`src/rtl/quadencoder_pkg.sv`:
```
// Shared encoder-stage definitions: default widths, the velocity FSM state
// type and a saturating increment used by timers across the encoder chain.
package quadencoder_pkg;

  localparam int QENC_BITS_DEFAULT    = 32;
  localparam int QENC_TS_BITS_DEFAULT = 24;
  localparam int QENC_WINDOW_DEFAULT  = 50000;

  typedef enum logic {
    ST_RESYNC = 1'b0,
    ST_RUN    = 1'b1
  } qenc_state_e;

  // Increment that sticks at the all-ones value of a width-bit field.
  function automatic logic [63:0] sat_inc(input logic [63:0] value, input int unsigned width);
    logic [63:0] max_val;
    max_val = (width >= 64) ? '1 : ((64'd1 << width) - 64'd1);
    return (value >= max_val) ? max_val : value + 64'd1;
  endfunction

endpackage

```
`src/rtl/quadencoder_velocity_if.sv`:
```
// Host-side bundle of the velocity stage: position/index inputs from the
// encoder counter and the velocity/period/direction/stall results.
interface quadencoder_velocity_if
  import quadencoder_pkg::*;
#(
  parameter int BITS    = QENC_BITS_DEFAULT,
  parameter int TS_BITS = QENC_TS_BITS_DEFAULT
);

  logic               enable;
  logic [BITS-1:0]    position;
  logic               index_clear;
  logic [BITS-1:0]    velocity;
  logic               vel_valid;
  logic [TS_BITS-1:0] period;
  logic               period_valid;
  logic               direction;
  logic               stalled;

  modport master (
    output enable, position, index_clear,
    input  velocity, vel_valid, period, period_valid, direction, stalled
  );

  modport slave (
    input  enable, position, index_clear,
    output velocity, vel_valid, period, period_valid, direction, stalled
  );

endinterface

```
`src/rtl/quadencoder_velocity_period_timer.sv`:
```
// Low-speed measurement: cycles between successive position changes, with a
// saturating timer that doubles as the stall detector.
module qenc_period_timer
  import quadencoder_pkg::*;
#(
  parameter int BITS    = QENC_BITS_DEFAULT,
  parameter int TS_BITS = QENC_TS_BITS_DEFAULT
) (
  input  logic               clk,
  input  logic               rst_n,
  input  logic               enable,
  input  logic               load,
  input  logic               run,
  input  logic [BITS-1:0]    position,
  output logic [TS_BITS-1:0] period,
  output logic               period_valid,
  output logic               direction,
  output logic               stalled
);

  localparam logic [TS_BITS-1:0] TS_MAX = '1;

  logic [BITS-1:0]    pos_prev;
  logic [TS_BITS-1:0] timer;
  logic [TS_BITS-1:0] timer_inc;
  logic [BITS-1:0]    step;

  always_comb begin
    timer_inc = TS_BITS'(sat_inc(64'(timer), TS_BITS));
    step      = position - pos_prev;
  end

  always_ff @(posedge clk) begin
    if (!rst_n) begin
      pos_prev     <= '0;
      timer        <= '0;
      period       <= '0;
      period_valid <= 1'b0;
      direction    <= 1'b0;
      stalled      <= 1'b0;
    end else begin
      period_valid <= 1'b0;
      if (!enable) begin
        timer   <= '0;
        stalled <= 1'b0;
      end else if (load) begin
        pos_prev <= position;
        timer    <= '0;
      end else if (run) begin
        pos_prev <= position;
        // A multi-count jump is still a single change event.
        if (position != pos_prev) begin
          period       <= timer_inc;
          timer        <= '0;
          direction    <= ~step[BITS-1];
          stalled      <= 1'b0;
          period_valid <= 1'b1;
        end else begin
          timer <= timer_inc;
          if (timer_inc == TS_MAX) stalled <= 1'b1;
        end
      end
    end
  end

endmodule

```
`src/rtl/quadencoder_velocity.sv`:
```
// Velocity stage downstream of the encoder counter: windowed velocity, plus
// period/direction/stall from qenc_period_timer. Optional IIR smoothing of
// the velocity is enabled by defining QENC_VEL_FILTER_EN.
//
// state     | meaning
// ST_RESYNC | next enabled cycle re-latches position references, no strobes
// ST_RUN    | window counting and change detection active
module quadencoder_velocity
  import quadencoder_pkg::*;
#(
  parameter int BITS          = QENC_BITS_DEFAULT,
  parameter int WINDOW_CYCLES = QENC_WINDOW_DEFAULT,
  parameter int TS_BITS       = QENC_TS_BITS_DEFAULT,
  parameter int FILTER_SHIFT  = 2
) (
  input logic                   clk,
  input logic                   rst_n,
  quadencoder_velocity_if.slave bus
);

  localparam int WIN_W = (WINDOW_CYCLES > 2) ? $clog2(WINDOW_CYCLES) : 1;
  localparam logic [WIN_W-1:0] WIN_LAST = WIN_W'(WINDOW_CYCLES - 1);

  qenc_state_e state, state_next;
  logic        sync_cyc, run_cyc, window_end;

  logic [WIN_W-1:0]       win_cnt;
  logic [BITS-1:0]        pos_last;
  logic signed [BITS-1:0] vel_q;
  logic signed [BITS-1:0] vel_new;
  logic signed [BITS-1:0] delta;
  logic                   vel_valid_q;

  always_ff @(posedge clk) begin
    if (!rst_n) state <= ST_RESYNC;
    else        state <= state_next;
  end

  // index_clear outranks both the resync latch and the window terminal.
  always_comb begin
    state_next = state;
    sync_cyc   = 1'b0;
    run_cyc    = 1'b0;
    if (!bus.enable || bus.index_clear) begin
      state_next = ST_RESYNC;
    end else begin
      state_next = ST_RUN;
      sync_cyc   = (state == ST_RESYNC);
      run_cyc    = (state == ST_RUN);
    end
  end

  always_comb begin
    window_end = run_cyc && (win_cnt == WIN_LAST);
    delta      = $signed(bus.position - pos_last);
  end

`ifdef QENC_VEL_FILTER_EN
  logic signed [BITS-1:0] vel_err;
  always_comb begin
    vel_err = delta - vel_q;
    vel_new = vel_q + (vel_err >>> FILTER_SHIFT);
  end
`else
  logic unused_filter_shift;
  assign unused_filter_shift = ^FILTER_SHIFT;
  always_comb vel_new = delta;
`endif

  always_ff @(posedge clk) begin
    if (!rst_n) begin
      win_cnt     <= '0;
      pos_last    <= '0;
      vel_q       <= '0;
      vel_valid_q <= 1'b0;
    end else begin
      vel_valid_q <= 1'b0;
      if (!bus.enable) begin
        win_cnt <= '0;
        vel_q   <= '0;
      end else if (sync_cyc) begin
        pos_last <= bus.position;
        win_cnt  <= '0;
`ifdef QENC_VEL_FILTER_EN
        vel_q    <= '0;
`endif
      end else if (run_cyc) begin
        if (window_end) begin
          vel_q       <= vel_new;
          pos_last    <= bus.position;
          win_cnt     <= '0;
          vel_valid_q <= 1'b1;
        end else begin
          win_cnt <= win_cnt + 1'b1;
        end
      end
    end
  end

  assign bus.velocity  = $unsigned(vel_q);
  assign bus.vel_valid = vel_valid_q;

  qenc_period_timer #(
    .BITS    (BITS),
    .TS_BITS (TS_BITS)
  ) u_period_timer (
    .clk          (clk),
    .rst_n        (rst_n),
    .enable       (bus.enable),
    .load         (sync_cyc),
    .run          (run_cyc),
    .position     (bus.position),
    .period       (bus.period),
    .period_valid (bus.period_valid),
    .direction    (bus.direction),
    .stalled      (bus.stalled)
  );

endmodule
```
`src/flat_wrapper.sv`:
```
// flat-port wrapper written by rule: the top's interface ports become plain ports
module quadencoder_velocity_flat import quadencoder_pkg::*;
#(
  parameter int BITS          = QENC_BITS_DEFAULT,
  parameter int WINDOW_CYCLES = QENC_WINDOW_DEFAULT,
  parameter int TS_BITS       = QENC_TS_BITS_DEFAULT,
  parameter int FILTER_SHIFT  = 2
)
  (clk, rst_n, bus_enable, bus_position, bus_index_clear, bus_velocity, bus_vel_valid, bus_period, bus_period_valid, bus_direction, bus_stalled);
  quadencoder_velocity_if #(.BITS(BITS), .TS_BITS(TS_BITS)) bus_i ();
  input logic clk;
  input logic rst_n;
  input wire logic [$bits(bus_i.enable)-1:0] bus_enable;
  input wire logic [$bits(bus_i.position)-1:0] bus_position;
  input wire logic [$bits(bus_i.index_clear)-1:0] bus_index_clear;
  output wire logic [$bits(bus_i.velocity)-1:0] bus_velocity;
  output wire logic [$bits(bus_i.vel_valid)-1:0] bus_vel_valid;
  output wire logic [$bits(bus_i.period)-1:0] bus_period;
  output wire logic [$bits(bus_i.period_valid)-1:0] bus_period_valid;
  output wire logic [$bits(bus_i.direction)-1:0] bus_direction;
  output wire logic [$bits(bus_i.stalled)-1:0] bus_stalled;
  assign bus_i.enable = bus_enable;
  assign bus_i.position = bus_position;
  assign bus_i.index_clear = bus_index_clear;
  assign bus_velocity = bus_i.velocity;
  assign bus_vel_valid = bus_i.vel_valid;
  assign bus_period = bus_i.period;
  assign bus_period_valid = bus_i.period_valid;
  assign bus_direction = bus_i.direction;
  assign bus_stalled = bus_i.stalled;
  quadencoder_velocity #(.BITS(BITS), .WINDOW_CYCLES(WINDOW_CYCLES), .TS_BITS(TS_BITS), .FILTER_SHIFT(FILTER_SHIFT)) u_core (.clk(clk), .rst_n(rst_n), .bus(bus_i));
endmodule
```
`config.mk`:
```
export PLATFORM = sky130hd
export DESIGN_NAME = quadencoder_velocity_flat
export DESIGN_NICKNAME = d
export VERILOG_FILES = /design/src/rtl/quadencoder_pkg.sv /design/src/rtl/quadencoder_velocity_if.sv /design/src/rtl/quadencoder_velocity_period_timer.sv /design/src/rtl/quadencoder_velocity.sv /design/src/flat_wrapper.sv
export SDC_FILE = /design/constraint.sdc
export NUM_CORES = 1
export LEC_CHECK = 0
export ABC_CLOCK_PERIOD_IN_PS = 3100
export CAP_MARGIN = 20
export CORE_ASPECT_RATIO = 0.75
export CORE_UTILIZATION = 57
export CTS_CLUSTER_DIAMETER = 80
export DETAILED_ROUTE_END_ITERATION = 8
export PLACE_DENSITY = 0.86
export SLEW_MARGIN = 20
export SYNTH_ARGS = -nofsm -noshare
export SYNTH_HDL_FRONTEND = slang
export SYNTH_SLANG_ARGS = --single-unit
```
`constraint.sdc`:
```
create_clock -name clk -period 3.1 [get_ports clk]
set_input_delay 0.465 -clock clk [delete_from_list [all_inputs] [get_ports clk]]
set_output_delay 0.465 -clock clk [all_outputs]
set_load 0.05 [all_outputs]
```
---- Word level (Yosys, flattened, before mapping) ----
Cells that the tools add are included.
cells by class
  equality and inequality tests ........... 3
  bitwise operators ....................... 6
  add/subtract/negate cells ............... 4
  reductions and logical operators ........ 14
  $lt $le $gt $ge ......................... 1
  multiplexer cells ....................... 15
operators with widths
  kind                   count
  $mux 32                5
  $sub 32x32->32         2
  $mux 24                2
  $ne 32x32->1           1
  $add 24x1->24 const B  1
  $eq 24x24->1 const B   1
  $ge 24x24->1 const B   1
  $add 16x1->16 const B  1
  $eq 16x16->1 const B   1
  $mux 16                1
  $reduce_and 3->1       3
  $mux 1                 7
  $not 1->1              6
  $reduce_bool 2->1      3
  $reduce_and 2->1       2
  $reduce_and 4->1       1
  $reduce_or 4->1        1
  $reduce_or 3->1        1
  $logic_and 1x1->1      1
  $logic_not 1->1        1
  $logic_or 1x1->1       1
storage, ports and cells
  input bits .............................. 36
  word-level logic and storage cells ...... 54
  bits in registers ....................... 165
  output and inout port bits .............. 60

---- Logic depth before layout (Yosys ltp) ----
Gate-level depths: netlist of run 1.
  depth after elaboration ................. 7
  mapped depth ............................ 12
  mapped depth without buffers ............ 12

---- By module ----
A second synthesis of run 1 with hierarchy kept.
second synthesis, totals
  cells, all modules ...................... 1229
  area, all modules ....................... 9716.8 um^2
by module, submodules not included
  module                area an instance (um^2)  sequential area each (um^2)  cells each  instances
  quadencoder_velocity  4883.4                   1641.6                       630         1
  qenc_period_timer     4833.4                   1661.6                       599         1

---- Least setup slack after synthesis of run 1 ----
Ideal clock, no wire load.
  path type ............................... input to register
  start point ............................. input port bus_position[16]
  end point ............................... register u_core.vel_q[29] (netlist: u_core.bus.velocity[29])
  data required time ...................... 2.980 ns
  stages on the path ...................... 10
  arrival ................................. 2.492 ns
  setup slack ............................. 0.487 ns
  cells stage by stage .................... ha_1 a21oi_1 o21ai_0 a21o_1 a221o_1 a2111oi_0 nor2_1 a31oi_1 or4_1 nand3_1
between the ends
  cells in the longest elaborated chain, start to end .. 1
RTL lines
  what                    line                        RTL
  start: declaration      flat_wrapper.sv:14          input wire logic [$bits(bus_i.position)-1:0] bus_position;
  $sub 32x32->32          quadencoder_velocity.sv:55  delta = $signed(bus.position - pos_last);
  end signal: assignment  quadencoder_velocity.sv:89  vel_q <= vel_new;
  end: declaration        quadencoder_velocity.sv:29  logic signed [BITS-1:0] vel_q;
Every way passes these cells.
A chain may end at the register's enable or synchronous reset.

---- Worst setup path in the final report of run 1 ----
  start point ............................. register u_core.u_period_timer.timer[9]
  end point ............................... register u_core.u_period_timer.stalled
between the ends
  cells in the longest elaborated chain, start to end .. 5
RTL lines
  what                                           line                                     RTL
  start: declaration                             quadencoder_velocity_period_timer.sv:24  logic [TS_BITS-1:0] timer;
  start signal: assignment                       quadencoder_velocity_period_timer.sv:59  timer <= timer_inc;
  $add 24x1->24 or $ge 24x24->1 (tied branches)  quadencoder_pkg.sv:18                    return (value >= max_val) ? max_val : value + 64'd1;
  $mux 24 *                                      quadencoder_pkg.sv:18
  $eq 24x24->1 *                                 quadencoder_velocity_period_timer.sv:60  if (timer_inc == TS_MAX) stalled <= 1'b1;
  $reduce_bool 2->1 (no source line) *           n/a
  $reduce_and 3->1 (no source line) *            n/a
  end signal: assignment                         quadencoder_velocity_period_timer.sv:45  stalled <= 1'b0;
  end signal: assignment                         quadencoder_velocity_period_timer.sv:56  stalled <= 1'b0;
  end signal: assignment                         quadencoder_velocity_period_timer.sv:60
  end: declaration                               quadencoder_velocity_period_timer.sv:18  output logic stalled
Mark *: on every way between the ends. The rest lies on a longest branch, timed or not.

==> impl_metrics.toml, run 1 <==
[hold_path]
hp-class = "flip-flop to flip-flop"

[clock_tree]
post_cts_buffers = 0
root_buffer = "clkbuf_16"
clock_path_buffers = 2
numCtsBuffers = 17
cts_tree = "done"
clkTransAtPathRegs_ns = 0.07
ctsHoldBuffers = 0
cts_sinks = 165
cts_resized = 0
worst_skew_pair.late_latency_ns = 0.44
htree_levels = 4

[final_layout]
multiInputGateArea_sq_mm = 0.005309
final-seq-area_sq_mm = 0.003303
synthToLayoutAreaGrowth_pct = 25.56
fin_util = 0.7410
antenna_cells = 0
drive_above_1_share = 0.1086
num-nets-final = 1405
final.fill_count = 1154

[setup_path]
cp.arrival_ns = 3.38
crit_required_ns = 3.48
r2r_end = "u_core.u_period_timer.stalled$_SDFFE_PN0P_"
startpoint = "u_core.u_period_timer.timer[9]$_SDFFE_PP0P_"
crit_end = "u_core.u_period_timer.stalled$_SDFFE_PN0P_"
cp_slowest_cell = "or4_1"
path_cells = "nand4_1 > or3_1 > nor2_1 > and2_1 > and3_1 > mux2i_1 > nand4_1 > or4_1 > o21ai_1"
worstReg2RegStart = "u_core.u_period_timer.timer[9]$_SDFFE_PP0P_"
critPathMaxStageDelay_ns = 0.50
path_delay_family = "simple AND/OR/NAND/NOR gates"
path_buf_inv = 0
cp.depth = 9
reg2reg_slack_ns = 0.1
worstSetupPathType = "flip-flop to flip-flop"
cp-end-kind = "flip-flop"
path_common_cell = "nand4_1"
cp_max_fo = 5
r2r.worst_path.cells = 9
cp-start-kind = "flip-flop"

[logic_synthesis]
synthTopCellsByCount = "235 x nand2_1, 165 x dfxtp_1, 77 x nor2_1"
yosys_warnings = 0
netlist.top_cell.by_area = "dfxtp_1"
synth_edf_count = 0
synth_flop_cell = "dfxtp_1"
synthCells = 1156
synth.most_common_cell = "nand2_1"
synth_area_leaders = "dfxtp_1 36%, nand2_1 9.7%, ha_1 8.8%, a21boi_0 5.9%, a21oi_1 3.9%"
avgSynthCellArea_sq_um = 7.872
syn_area_sq_mm = 0.009100
ys_async_sr_fraction = 0
yosysUniqueCellTypes = 60
synth_fp_nets = 1257
ys_ff_latch = 165
synth.yosys.seq_area_share = 0.3630
synth_top_area_frac = 0.3630

[floorplanning]
core_sq_mm = 0.01542
core.rowCount = 39
die-area_sq_mm = 0.01648
die_h_microns = 111.4
fp.dieW_microns = 147.9
initial_core_util = 0.5901
io_pins = 96

[route]
drt_first_pass_iters = 8
first_iter_violations = 762
wl_met3_mm = 1.842
ant_nets = 0
drc = 0
wirelength_mm = 24.28
topRoutingLayerUsed = "met4"
vias = 8849
m1WireLength_mm = 11.10
via_per_inst = 5.814
avgRoutedWirePerCell_microns = 15.95
wl_met2_mm = 10.87

[power]
switching_share = 0.2604
power_frac_comb = 0.149
p_int_w = 0.003872
switching_power_w = 0.001363
ir_worst_vdd_v = 0.0003471
clkPwrFrac = 0.434
power_density_mw_per_mm2 = 458.2
leakage_nw = 4.430
power_frac_seq = 0.418

[global_route]
grt_start_max_net_pins = 62
grt_pass1_vias = 8379
grt_usage = 0.3026
antenna_found_initial = 0
gr-total-overflow = 0
grt_first_pass_wirelength_mm = 40.21

[timing]
drv_slew = 0
fin_tns_setup_ns = 0
rsz0062_at_grt = "no"
clock_skew_ns = 0.01205
finalCritPeriodShare = 0.9680
relSlewSlack = 0.5882
hold_viol = 0
tightest_slew_ns = 0.6129
fin_crit_ns = 3.001
setup_viol = 0
hold_ws_ns = 0.4501
maxClockFrequency_mhz = 333.2

[place]
gp_congestion = 0.9374
io_buffers = 95
hpwl_mm = 17.12

[run_status]
outcome = "completed"

[run]
maxCapViolCount = 0
[area by class of cell]
class                           count  share of cell area
Multi-Input combinational cell    862              0.4646
Sequential cell                   165              0.2891
Timing Repair Buffer              187              0.1454
Clock buffer                       18             0.03756
Inverter                           71             0.02332
Tap cell                          205             0.02245
Clock inverter                     14             0.01752
[worst min-delay path by stage]
stage / slack, ns / endpoint / cells past startpoint / startpoint
after CTS: 0.45 / u_core.bus.velocity[13]$_SDFFE_PN0P_ / 2 / u_core.bus.velocity[13]$_SDFFE_PN0P_
after global routing: 0.48 / u_core.bus.velocity[13]$_SDFFE_PN0P_ / 2 / u_core.bus.velocity[13]$_SDFFE_PN0P_
final: 0.45 / u_core.bus.velocity[13]$_SDFFE_PN0P_ / 2 / u_core.bus.velocity[13]$_SDFFE_PN0P_
after detailed placement: 0.44 / u_core.bus.velocity[13]$_SDFFE_PN0P_ / 2 / u_core.bus.velocity[13]$_SDFFE_PN0P_
after floorplan: 0.44 / u_core.pos_last[16]$_SDFFE_PN0P_ / 2 / u_core.pos_last[16]$_SDFFE_PN0P_
after global placement: 0.44 / u_core.bus.velocity[17]$_SDFFE_PN0P_ / 2 / u_core.bus.velocity[17]$_SDFFE_PN0P_
[worst min-delay path, stage by stage, from the launching register on]
cell	delay [ns]
dfxtp_1	0.31
nand2_1	0.05
a21oi_1	0.05
[layout by cell type, fill, tap and decap left out, drive strengths merged, types with 30 or more instances in the layout]
master / n
nand2: 236
dfxtp: 165
clkdlybuf4s50: 94
buf: 93
nor2: 77
inv: 73
a21boi: 72
a21oi: 71
ha: 64
nand3: 43
o21ai: 30
[power by group through the flow]
stage          Sequential (W)  Combinational (W)  Clock, W
6_report              0.00219           0.000780   0.00227
5_1_grt               0.00219           0.000853   0.00238
3_5_place_dp          0.00223           0.000756         0
4_1_cts               0.00219           0.000767   0.00228
2_1_floorplan         0.00225           0.000442         0
3_3_place_gp          0.00223           0.000733         0
[per-stage QoR]
| step | total power [W] | setup WS [ns] | instance area, sq um | std cells |
|---|---|---|---|---|
| 2_1_floorplan | 0.002688 | 0.4871 | 9100 | 1156 |
| 3_3_place_gp | 0.002964 | -0.1429 | 10800 | 1490 |
| 3_5_place_dp | 0.002989 | -0.1964 | 10800 | 1490 |
| 4_1_cts | 0.005231 | 0.1861 | 11430 | 1522 |
| 5_1_grt | 0.005423 | 0.003188 | 11430 | 1522 |
| 6_report | 0.005236 | 0.09918 | 11430 | 1522 |
[kinds of logic after synthesis]
logic type | Yosys count | synth area share
and+or+nand+nor | 462 | 0.2317
adders and majority gates | 65 | 0.09020
DFF | 165 | 0.3630
muxes | 4 | 0.004675
AOI/OAI and AO/OA | 279 | 0.2056
buffers and inverters | 129 | 0.05486
xor gates and xnor gates | 52 | 0.05005
[sequential cells by signal, summed over array words and instances, names as in the netlist, 16 cells and up]
register / flops
u_core.bus.velocity: 32
u_core.u_period_timer.timer: 24
u_core.u_period_timer.pos_prev: 32
u_core.win_cnt: 16
u_core.u_period_timer.period: 24
u_core.pos_last: 32
[per-layer routing]
layer  global-route usage  up-vias
li1                     -     4276
met2               0.4752      334
met5                    0        -
met3              0.07008       45
met1               0.4085     4194
met4               0.1024        0
Power figures use the tool's default switching activity.
==> inputs of run 2 (changes only) <==
ABC_CLOCK_PERIOD_IN_PS = 2600   (was 3100)
CORE_UTILIZATION = 58   (was 57)
DONT_BUFFER_PORTS = 1   (was default)
PLACE_DENSITY = 0.82   (was 0.86)
clock period = 2.6 ns   (was 3.1 ns; I/O delays follow)
==> run 2 against run 1 <==
Die area shrank 1.7%; hold slack lost 0.44 ns; global-route usage shrank 0.61 points; clock-buffer cell count shrank 1; combinational power grew 8.8%; via count shrank 4.1%; highest routed layer unchanged; critical path depth grew 5; critical path type unchanged; non-clock buffer count shrank 103; the run now ends with negative setup slack left; clock skew shrank 0.0017 ns; final cell count shrank 6.8%; sequential share of layout area grew 2.0 points.
==> impl_metrics.toml, run 2 (synthesized netlist as in run 1, its figures left out) <==
[setup_path]
cp_max_fo = 2
path_common_cell = "buf_4"
worstSetupPathType = "flip-flop to flip-flop"
path_delay_family = "simple AND/OR/NAND/NOR gates"
cp_slowest_cell = "or4_1"
cp-start-kind = "flip-flop"
path_buf_inv = 5
crit_required_ns = 2.97
cp.arrival_ns = 3.04
path_cells = "inv_1 > ha_4 > buf_4 > inv_1 > nor2_2 > nand4_1 > buf_4 > nor3b_4 > a2111oi_2 > buf_4 > nor2_4 > a31oi_4 > or4_1 > nand3_1"
cp-end-kind = "flip-flop"
critPathMaxStageDelay_ns = 0.48

[floorplanning]
die-area_sq_mm = 0.01620
io_pins = 96
core.rowCount = 39
initial_core_util = 0.5958
die_h_microns = 110.5
core_sq_mm = 0.01527
fp.dieW_microns = 146.6

[place]
io_buffers = 0
pre_cts_slack_ns = -0.1627
hpwl_mm = 16.42
gp_congestion = 0.9497

[power]
ir_worst_vdd_v = 0.0004022
power_density_mw_per_mm2 = 565.2
leakage_nw = 4.102

[hold_path]
hp-class = "primary input to flip-flop"

[run_status]
outcome = "finished with violations"
violations = "negative setup slack"

[global_route]
grt_first_pass_wirelength_mm = 38.90
antenna_found_initial = 0
gr-total-overflow = 0
grt_usage = 0.2964
grt_start_max_net_pins = 93
grt_pass1_vias = 7921

[final_layout]
drive_above_1_share = 0.1565
num-nets-final = 1302
final-seq-area_sq_mm = 0.003318
fin_util = 0.7034
final.fill_count = 1162
synthToLayoutAreaGrowth_pct = 18.07
multiInputGateArea_sq_mm = 0.005649
antenna_cells = 0
most-common-layout-cells = "234 x nand2_1, 153 x dfxtp_1, 81 x buf_4"
final_common_cell = "nand2_1"

[route]
ant_nets = 0
drc = 0
avgRoutedWirePerCell_microns = 17.63
vias = 8484
first_iter_violations = 790
wirelength_mm = 25.02
via_per_inst = 5.979
drt_first_pass_iters = 5

[clock_tree]
cts_sinks = 165
clkTransAtPathRegs_ns = 0.07
ctsHoldBuffers = 0
worst_skew_pair.late_latency_ns = 0.44
numCtsBuffers = 17
clock_path_buffers = 2
htree_levels = 4
cts_tree = "done"
root_buffer = "clkbuf_16"

[timing]
fin_crit_ns = 2.666
relSlewSlack = 0.5106
tightest_slew_ns = 0.7341
drv_slew = 0
layout_setup_ws_ns = -0.06555
maxClockFrequency_mhz = 375.2
clock_skew_ns = 0.01033
setup_viol = 1
hold_ws_ns = 0.01474
finalCritPeriodShare = 1.025
hold_viol = 0

[run]
maxCapViolCount = 0
-- run 2: changes by cell type in the layout (fill, tap and decap cells not counted), sizes merged --
cell	previous run	this run
clkbuf	18	17
clkinvlp	3	2
clkdlybuf4s50	94	0
clkinv	5	4
bufinv	4	2
inv	73	78
buf	93	84
-- run 2: what timing repair did --
item,CTS,global route
pin swaps,1,31
resized for setup,8,64
setup endpoints to repair,6,13
buffers inserted,0,8
-- run 2: per-layer routing --
layer,GRT usage,wire length (microns),up-vias
met4,0.1083,776,0
met1,0.4065,10940,3987
met2,0.4445,11020,379
met3,0.07934,2285,62
li1,-,-,4056
met5,0,0,-
-- run 2: worst paths after layout --
check / from / end / slack, ns / depth (start not counted)
setup / recovery: u_core.pos_last[14]$_SDFFE_PN0P_ / u_core.bus.velocity[29]$_SDFFE_PN0P_ / -0.07 / 14
hold / removal: bus_index_clear / u_core.state$_SDFF_PN0_ / 0.01 / 1
setup reg to reg: u_core.pos_last[14]$_SDFFE_PN0P_ / u_core.bus.velocity[29]$_SDFFE_PN0P_ / -0.07 / 14
hold reg to reg: u_core.u_period_timer.pos_prev[17]$_SDFFE_PN0P_ / u_core.u_period_timer.pos_prev[17]$_SDFFE_PN0P_ / 0.46 / 2
-- run 2: power breakdown --
part | switching (W) | total, W | internal (W) | leakage (nW)
Sequential | 0.0000488 | 0.00263 | 0.00258 | 1.34
Combinational | 0.000476 | 0.000849 | 0.000373 | 2.47
Clock | 0.00116 | 0.00260 | 0.00144 | 0.289
-- run 2: cell type report --
class / count / share of cell area
Multi-Input combinational cell: 862 / 0.5258
Sequential cell: 165 / 0.3088
Timing Repair Buffer: 84 / 0.06137
Clock buffer: 17 / 0.03959
Inverter: 71 / 0.02480
Tap cell: 205 / 0.02387
Clock inverter: 15 / 0.01572
-- run 2: stage by stage --
step           power, W  std cells  area, sq um  TNS [ns]
2_1_floorplan  0.003205       1156         9100         0
3_3_place_gp   0.003379       1379         9722   -0.2624
3_5_place_dp   0.003403       1379         9722   -0.6090
4_1_cts        0.005964       1411        10350         0
5_1_grt        0.006290       1419        10740   -0.5943
6_report       0.006073       1419        10740  -0.06555
==> inputs of run 3 (changes only) <==
SYNTH_HIERARCHICAL = 1   (was default)
==> run 3 against run 2 <==
Final area is 0.54% lower; total power is 6.8% lower; the flow now finishes without violations; largest cell class unchanged; core utilization is 4.4 points lower; critical path depth is 7 lower; largest power group unchanged; flip-flop and latch count stayed put; hold slack better by 0.012 ns; sequential power hardly changed; clock-buffer cell count is 5 higher; clock power is 9.6% lower; synthesized cell count is 6.3% higher; clock skew is 0.0014 ns lower.
==> impl_metrics.toml, run 3 <==
[setup_path]
cp-end-kind = "flip-flop"
cp.arrival_ns = 2.82
cp_max_fo = 7
crit_required_ns = 2.97
worstSetupPathType = "flip-flop to flip-flop"
cp-start-kind = "flip-flop"

[logic_synthesis]
netlist.top_cell.by_area = "dfxtp_1"
syn_area_sq_mm = 0.009717
avgSynthCellArea_sq_um = 7.906
synth_edf_count = 0
synth_area_leaders = "dfxtp_1 34%, ha_1 8.2%, nand2_1 8.1%, a21boi_0 5.0%, a21oi_1 4.0%"
synth_fp_nets = 1330
synth.most_common_cell = "nand2_1"
synth-compound-area-share = 0.2213
synth_top_area_frac = 0.3399
yosysUniqueCellTypes = 69
synth.yosys.seq_area_share = 0.3399
synth_xor_area_frac = 0.03966
synthTopCellsByCount = "209 x nand2_1, 165 x dfxtp_1, 78 x a21oi_1"
synthAdderAreaFrac = 0.08447
ys_ff_latch = 165
synthMuxAreaShare = 0.01494
synthSimpleGateAreaFrac = 0.2420
ys_async_sr_fraction = 0
synthCells = 1229
synth_top_family_by_area = "simple AND/OR/NAND/NOR gates"
synth_flop_cell = "dfxtp_1"
yosys_warnings = 6

[power]
ir_worst_vdd_v = 0.0003126
p_total_w = 0.005662
power_density_mw_per_mm2 = 529.8
leakage_nw = 3.962

[route]
ant_nets = 0
via_per_inst = 6.173
drc = 0
avgRoutedWirePerCell_microns = 17.61
drt_first_pass_iters = 6
first_iter_violations = 863
vias = 8926
wirelength_mm = 25.46

[global_route]
antenna_found_initial = 0
grt_first_pass_wirelength_mm = 41.13
grt_usage = 0.3050
grt_start_max_net_pins = 96
grt_pass1_vias = 8153
gr-total-overflow = 0

[final_layout]
final_common_cell = "nand2_1"
finalNonFillerCells = 1446
final_area_sq_mm = 0.01069
most-common-layout-cells = "209 x nand2_1, 165 x dfxtp_1, 76 x a21oi_1"
drive_above_1_share = 0.08576
num-nets-final = 1325
antenna_cells = 0
synthToLayoutAreaGrowth_pct = 9.979

[timing]
relSlewSlack = 0.4636
fin_tns_setup_ns = 0
setup_viol = 0
hold_viol = 0
clock_skew_ns = 0.008943
drv_slew = 0
finalCritPeriodShare = 0.9443
tightest_slew_ns = 0.8044
fin_crit_ns = 2.455
maxClockFrequency_mhz = 407.3

[clock_tree]
htree_levels = 4
root_buffer = "clkbuf_16"
ctsHoldBuffers = 0
clock_path_buffers = 2
clkTransAtPathRegs_ns = 0.06
cts_sinks = 165
worst_skew_pair.late_latency_ns = 0.43
numCtsBuffers = 17
cts_tree = "done"

[run]
maxCapViolCount = 0

[floorplanning]
core_sq_mm = 0.01622
die_h_microns = 114.1
fp.dieW_microns = 151.5
initial_core_util = 0.5992
core.rowCount = 40
io_pins = 96
die-area_sq_mm = 0.01728

[place]
io_buffers = 0
dpl_cell_area_sq_mm = 0.01009
gp_congestion = 0.9688
hpwl_mm = 18.31
dp.cells = 1414

[hold_path]
hp-class = "primary input to flip-flop"

[run_status]
outcome = "completed"
## run 3: changes by cell type in the layout (fill, tap and decap cells not counted), sizes merged, moves of 9 or more
cell / change
a21oi: +9
or3: +13
a211oi: +13
o21ai: +25
nand3: +11
buf: -39
nand2b: +16
nor2: -17
a22oi: -15
nand2: -26
## run 3: logic make-up after synthesis
logic type               Yosys count
buffers and inverters            143
adder cells (fa/ha/maj)           65
flip-flops                       165
XOR/XNOR                          44
AND/OR/NAND/NOR                  480
multiplexers                      14
AO/OA/AOI/OAI                    318
## run 3: through the flow
step / hold slack (ns) / setup WS, ns / utilization
after floorplan: 0.4409 / 0.1229 / -
after global placement: 0.4475 / 0.05420 / 0.6221
after detailed placement: 0.4552 / 0.02053 / 0.6221
after CTS: 0.008498 / 0.08576 / 0.6556
after global routing: 0.006184 / -0.005307 / 0.6590
final: 0.02690 / 0.1449 / 0.6590
## run 3: power by group
group	switching (W)	total, W	internal, W
Clock	0.000991	0.00235	0.00136
Combinational	0.000418	0.000709	0.000291
Sequential	0.0000343	0.00261	0.00257
Total	0.00144	0.00566	0.00422
## run 3: worst max-delay path, stage by stage, from the launching register on
cell and delay (ns):
dfxtp_1 0.42, ha_2 0.30, and3_1 0.23, nand2_2 0.10
or4_4 0.54, xor2_1 0.19, or4_1 0.48, o21ai_1 0.13
## run 3: path summary, 6_finish.rpt
| path | from | endpoint | slack [ns] | cells past startpoint |
|---|---|---|---|---|
| worst max-delay path | u_core/u_period_timer/timer[1]$_SDFFE_PP0P_ | u_core/u_period_timer/stalled$_SDFFE_PN0P_ | 0.14 | 7 |
| worst max register to register | u_core/u_period_timer/timer[1]$_SDFFE_PP0P_ | u_core/u_period_timer/stalled$_SDFFE_PN0P_ | 0.14 | 7 |
| worst min register to register | u_core/u_period_timer/pos_prev[9]$_SDFFE_PN0P_ | u_core/u_period_timer/pos_prev[9]$_SDFFE_PN0P_ | 0.46 | 2 |
| worst min-delay path | bus_index_clear | u_core/state$_SDFF_PN0_ | 0.03 | 1 |
## run 3: final cells by class
cell class | instances | area, sq um
Timing Repair Buffer | 45 | 387.9
Inverter | 74 | 277.8
Fill cell | 1370 | 5529
Tap cell | 210 | 262.8
Sequential cell | 165 | 3303
Multi-Input combinational cell | 921 | 5912
Clock buffer | 22 | 464.2
Clock inverter | 9 | 78.83
## run 3: metal layers
| metal | part of all wire | GRT usage | vias up | wire, microns |
|---|---|---|---|---|
| met1 | 0.46 | 0.4385 | 4153 | 11740 |
| met2 | 0.41 | 0.4237 | 428 | 10470 |
| met3 | 0.11 | 0.09044 | 51 | 2692 |
| met5 | 0 | 0 | - | 0 |
| li1 | - | - | 4294 | - |
| met4 | 0.022 | 0.1167 | 0 | 561 |
## run 3: repair_timing
action	4_1_cts	5_1_grt
resized for setup	0	9
buffers inserted	0	1
setup endpoints to repair	0	8
